--- config.mk ---
export PLATFORM = sky130hd
export DESIGN_NAME = sw_input_conditioner
export DESIGN_NICKNAME = d
export VERILOG_FILES = /design/src/rtl/sw_input_conditioner.sv
export SDC_FILE = /design/constraint.sdc
export NUM_CORES = 1
export LEC_CHECK = 0
export ABC_AREA = 1
export BUFFER_PORTS_ARGS = -buffer_cell sky130_fd_sc_hd__buf_2
export CAP_MARGIN = 10
export CORE_MARGIN = 4
export CORE_UTILIZATION = 25
export CTS_CLUSTER_DIAMETER = 100
export DETAILED_ROUTE_END_ITERATION = 8
export PLACE_DENSITY = 0.42
export SLEW_MARGIN = 40
export SYNTH_ARGS = -nofsm -noshare
export SYNTH_HDL_FRONTEND = slang
export SYNTH_SLANG_ARGS = --single-unit
--- constraint.sdc ---
create_clock -name clk -period 1.2 [get_ports clk]
set_input_delay 0.18 -clock clk [delete_from_list [all_inputs] [get_ports clk]]
set_output_delay 0.18 -clock clk [all_outputs]
set_load 0.02 [all_outputs]
--- src/rtl/sw_input_conditioner.sv ---
// sw_input_conditioner
//   Conditions raw board slide switches: per-bit metastability synchronizer,
//   per-bit debounce counter and a change detector. Feeds the clean switch
//   vector used by the core/display logic; single clk domain.
//
//   Build option: define SW_DEBOUNCE_EN for the full per-bit debounce. Without
//   it (fast simulation build) the synchronized value is registered straight
//   onto sw_stable, sw_busy is tied low and the port list is unchanged.
//
// Ports
//   clk        in   1      system clock, rising edge
//   reset      in   1      asynchronous, active-high; clears all state
//   sw_raw     in   WIDTH  unsynchronized switch pins
//   sw_stable  out  WIDTH  debounced switch value, registered
//   sw_changed out  1      one-cycle pulse when sw_stable takes a new value
//   sw_valid   out  1      start-up settle window elapsed; sticky until reset
//   sw_busy    out  1      any bit's debounce counter non-zero
module sw_input_conditioner #(
  parameter int unsigned WIDTH           = 5,
  parameter int unsigned SYNC_STAGES     = 2,
  parameter int unsigned DEBOUNCE_CYCLES = 16
) (
  input  logic             clk,
  input  logic             reset,
  input  logic [WIDTH-1:0] sw_raw,
  output logic [WIDTH-1:0] sw_stable,
  output logic             sw_changed,
  output logic             sw_valid,
  output logic             sw_busy
);

  if (SYNC_STAGES < 2 || DEBOUNCE_CYCLES < 1) begin : g_bad_cfg
    $error("sw_input_conditioner: SYNC_STAGES must be >=2 and DEBOUNCE_CYCLES >=1");
  end

`ifdef SW_DEBOUNCE_EN
  localparam int unsigned VALID_EDGES = SYNC_STAGES + DEBOUNCE_CYCLES;
  localparam int unsigned CNT_W       = $clog2(DEBOUNCE_CYCLES + 1);
`else
  localparam int unsigned VALID_EDGES = SYNC_STAGES + 1;
`endif
  localparam int unsigned VCNT_W = $clog2(VALID_EDGES + 1);

  // Synchronizer chain; only the last stage is used downstream.
  logic [WIDTH-1:0] sync_chain_q [SYNC_STAGES];
  logic [WIDTH-1:0] sync_chain_d [SYNC_STAGES];
  logic [WIDTH-1:0] sync_q;

  logic [WIDTH-1:0]  stable_q, stable_d;
  logic              changed_q, changed_d;
  logic              valid_q, valid_d;
  logic              busy_q, busy_d;
  logic [VCNT_W-1:0] valid_cnt_q, valid_cnt_d;

  always_comb begin
    sync_chain_d    = sync_chain_q;
    sync_chain_d[0] = sw_raw;
    for (int unsigned s = 1; s < SYNC_STAGES; s++) begin
      sync_chain_d[s] = sync_chain_q[s-1];
    end
  end

  assign sync_q = sync_chain_q[SYNC_STAGES-1];

`ifdef SW_DEBOUNCE_EN
  typedef enum logic {
    ST_STABLE   = 1'b0,
    ST_COUNTING = 1'b1
  } deb_state_e;

  deb_state_e       state_q [WIDTH];
  deb_state_e       state_d [WIDTH];
  logic [CNT_W-1:0] cnt_q   [WIDTH];
  logic [CNT_W-1:0] cnt_d   [WIDTH];

  always_comb begin
    state_d  = state_q;
    cnt_d    = cnt_q;
    stable_d = stable_q;
    busy_d   = 1'b0;
    for (int unsigned i = 0; i < WIDTH; i++) begin
      case (state_q[i])
        ST_STABLE: begin
          if (sync_q[i] != stable_q[i]) begin
            // A one-cycle debounce accepts on the first differing edge.
            if (DEBOUNCE_CYCLES == 1) begin
              stable_d[i] = sync_q[i];
            end else begin
              state_d[i] = ST_COUNTING;
              cnt_d[i]   = CNT_W'(1);
            end
          end
        end
        ST_COUNTING: begin
          if (sync_q[i] == stable_q[i]) begin
            state_d[i] = ST_STABLE;
            cnt_d[i]   = '0;
          end else if (cnt_q[i] == CNT_W'(DEBOUNCE_CYCLES - 1)) begin
            stable_d[i] = sync_q[i];
            state_d[i]  = ST_STABLE;
            cnt_d[i]    = '0;
          end else begin
            cnt_d[i] = cnt_q[i] + CNT_W'(1);
          end
        end
        default: begin
          state_d[i] = ST_STABLE;
          cnt_d[i]   = '0;
        end
      endcase
      if (cnt_d[i] != '0) begin
        busy_d = 1'b1;
      end
    end
  end

  always_ff @(posedge clk or posedge reset) begin
    if (reset) begin
      for (int unsigned i = 0; i < WIDTH; i++) begin
        state_q[i] <= ST_STABLE;
        cnt_q[i]   <= '0;
      end
    end else begin
      state_q <= state_d;
      cnt_q   <= cnt_d;
    end
  end
`else
  always_comb begin
    stable_d = sync_q;
    busy_d   = 1'b0;
  end
`endif

  // Start-up window: count edges after reset release, saturate once valid.
  always_comb begin
    valid_cnt_d = valid_cnt_q;
    valid_d     = valid_q;
    if (!valid_q) begin
      valid_cnt_d = valid_cnt_q + VCNT_W'(1);
      if (valid_cnt_q == VCNT_W'(VALID_EDGES - 1)) begin
        valid_d = 1'b1;
      end
    end
  end

  // One pulse per update edge regardless of how many bits moved.
  always_comb begin
    changed_d = valid_q && (stable_d != stable_q);
  end

  always_ff @(posedge clk or posedge reset) begin
    if (reset) begin
      for (int unsigned s = 0; s < SYNC_STAGES; s++) begin
        sync_chain_q[s] <= '0;
      end
      stable_q    <= '0;
      changed_q   <= 1'b0;
      valid_q     <= 1'b0;
      busy_q      <= 1'b0;
      valid_cnt_q <= '0;
    end else begin
      sync_chain_q <= sync_chain_d;
      stable_q     <= stable_d;
      changed_q    <= changed_d;
      valid_q      <= valid_d;
      busy_q       <= busy_d;
      valid_cnt_q  <= valid_cnt_d;
    end
  end

  assign sw_stable  = stable_q;
  assign sw_changed = changed_q;
  assign sw_valid   = valid_q;
  assign sw_busy    = busy_q;

endmodule
==> results.sh <==
export IMPL_viasPerCell=3.51
export IMPL_start_kind="flop"
export IMPL_hold_violations=0
export IMPL_multi_input_area_um2=110
export IMPL_syn_instance_count=53
export IMPL_drcViolationCount=0
export IMPL_ys_async_sr_fraction_pct=100
export IMPL_crit_type="flop to output pin"
export IMPL_post_route_min_period_ns=1.10
export IMPL_firstDrtPassIters=2
export IMPL_syn_num_nets=61
export IMPL_dieArea_um2=3390
export IMPL_clk_pin_slew_ns=0.10
export IMPL_critPathTopFamily="flip-flops"
export IMPL_p_int_mw=0.834
export IMPL_gp_congestion=0.639
export IMPL_reg2reg_from="valid_cnt_q[0]"
export IMPL_vias=365
export IMPL_p_clk_share_pct=28.2
export IMPL_numCtsBuffers=3
export IMPL_synth_warnings=0
export IMPL_p_leak_nw=0.427
export IMPL_dp_cells=94
export IMPL_ant_nets=0
export IMPL_layout_nets=85
export IMPL_ctsResizeCount=0
export IMPL_finClkSkew_ns=0.00103
export IMPL_swShare_pct=21.6
export IMPL_post_cts_setup_buffer_count=0
export IMPL_synth_common_cells="19 x dfrtp_1, 12 x nand2_1, 10 x inv_1, 4 x nor2_1, 2 x xnor2_1"
export IMPL_row_count=17
export IMPL_crit_chain="buf_2"
export IMPL_yosys_cell_types_count=11
export IMPL_hold_slack_ns=0.346
export IMPL_crit_required_ns=1.02
export IMPL_antenna_found_initial=0
export IMPL_r2r_end="sw_valid"
export IMPL_power_frac_seq_pct=63.9
export IMPL_fillers=240
export IMPL_min_period_over_period_pct=91.4
export IMPL_slowest_stage="dfrtp_1"
export IMPL_io_buffers=13
export IMPL_drtIter0Drc=7
export IMPL_synth_edff_count=0
export IMPL_synth_flop_cell="dfrtp_1"
export IMPL_grt_usage_pct=5.53
export IMPL_status="finished, final reports clean"
export IMPL_p_sw_mw=0.230
export IMPL_ios=15
export IMPL_grt_pass1_vias=326
export IMPL_setup_violations_final=0
export IMPL_cp_num_buf_inv=1
export IMPL_syn_area_um2=631
export IMPL_synth_seq_area_share_pct=75.4
export IMPL_insertion_delay_ns=0.28
export IMPL_rsz0062_at_grt="no"
export IMPL_arrival_ns=0.92
export IMPL_fmax_ghz=0.911
export IMPL_combPwrFrac_pct=7.9
export IMPL_cts_root_buf="clkbuf_4"
export IMPL_post_synth_cell_area_avg_um2=11.9
export IMPL_rr_worst_depth=3
export IMPL_synthTopCellsByArea="dfrtp_1 75%, nand2_1 7.1%, inv_1 6.0%"
export IMPL_endpoint_kind="output pin"
export IMPL_synth_top_area_share_pct=75.4
export IMPL_antenna_cells=0
export IMPL_vdd_ir_drop_max_v=0.000430
export IMPL_cap_violations=0
export IMPL_grt_pass1_wl_mm=1.39
export IMPL_cts_sinks=19
export IMPL_fin_cells=104
export IMPL_start_util_pct=27.5
export IMPL_yosysTopAreaCell="dfrtp_1"
export IMPL_synth_most_common_cell="dfrtp_1"
export IMPL_grt_max_degree=14
export IMPL_layout_drive_gt1_share_pct=23.7
export IMPL_ys_seq_elements=19
export IMPL_crit_fanout=6
export IMPL_die_x_um=58.2
export IMPL_hpwlAfterDp_um=626
export IMPL_fin_util_pct=35.6
export IMPL_fin_area_um2=817
export IMPL_regToRegSetupSlack_ns=0.25
export IMPL_final_seq_area_um2=475
export IMPL_power_density_nw_per_um2=1300
export IMPL_grt_ovfl_total=0
export IMPL_die_h_um=58.2
export IMPL_worst_path_largest_cell_delay_ns=0.44
export IMPL_wl_um=821
export IMPL_hp_class="primary input to asynchronous set/reset pin"
export IMPL_h_tree_depth=1
export IMPL_cts_tree="yes"
export IMPL_wire_per_inst_um=7.89
export IMPL_clock_path_buffers=2
export IMPL_report_final_slew_viol_count=0
export IMPL_setup_tns_ns=0
export IMPL_coreArea_um2=2300
export IMPL_syn2layout_area_growth_pct=29.6
export IMPL_placed_area_um2=731
[cell usage in the layout, fill, tap and decap left out]
master / n
clkbuf_4: 3
clkbuf_1: 1
nand3_1: 1
inv_1: 10
o21ai_0: 1
buf_2: 13
or2_2: 1
xnor2_1: 2
dlygate4sd3_1: 6
dfrtp_1: 19
nand2_1: 12
nor2_1: 4
conb_1: 1
buf_4: 1
ha_1: 1
[sequential cells by signal, summed over array words and instances (netlist names)]
| name | cells |
|---|---|
| stable_d | 5 |
| sw_changed | 1 |
| sw_stable | 5 |
| sw_valid | 1 |
| sync_chain_d | 5 |
| valid_cnt_q | 2 |
[power groups by stage]
stage | Sequential (mW) | Combinational [mW] | Clock [mW]
2_1_floorplan | 0.703 | 0.0342 | 0
3_3_place_gp | 0.692 | 0.0717 | 0
3_5_place_dp | 0.694 | 0.0722 | 0
4_1_cts | 0.681 | 0.0870 | 0.317
5_1_grt | 0.684 | 0.0967 | 0.335
6_report | 0.680 | 0.0845 | 0.299
[routing by layer]
metal / global-route usage (%) / wire length (um) / up-vias
met5: 0 / 0 / -
met4: 3.97 / 17 / 0
met3: 2.23 / 64 / 2
met2: 7.10 / 334 / 10
met1: 7.38 / 405 / 155
li1: - / - / 198
[area by class of cell]
class	count	area share [%]
Sequential cell	19	58.2
Inverter	10	4.59
Clock buffer	4	3.22
Multi-Input combinational cell	23	13.5
Tap cell	28	4.29
Timing Repair Buffer	20	16.2
[metrics by stage]
step	total power, mW	worst slack [ns]
global route	1.12	0.0468
floorplan	0.738	0.252
finish	1.06	0.103
detailed placement	0.766	0.257
global placement	0.764	0.268
CTS	1.08	0.0804
[repair_timing]
action | in CTS | in global routing
hold endpoints to repair | 11 | 0
endpoints found under the setup margin | 0 | 0
hold buffers | 6 | 0
[worst max path at each step]
stage,from,endpoint,slack (ns),cells past startpoint
global route,sw_valid,sw_valid,0.05,1
finish,sw_valid,sw_valid,0.10,1
detailed placement,valid_cnt_q[0],sw_valid,0.26,3
global placement,valid_cnt_q[0],sw_valid,0.27,3
floorplan,sw_stable[4],sw_changed,0.25,7
CTS,sw_valid,sw_valid,0.08,1
[cells by family (layout without fill, tap and decap cells)]
kind of cell	after synthesis	after routing	share of synthesized area, %
and+or+nand+nor	18	18	11.3
AOI/OAI and AO/OA	1	1	0.793
DFF	19	19	75.4
buffers and inverters	11	34	7.14
other	1	1	0.595
xor gates and xnor gates	2	2	2.78
adders and majority gates	1	1	1.98
(Power assumes the default switching activity.)
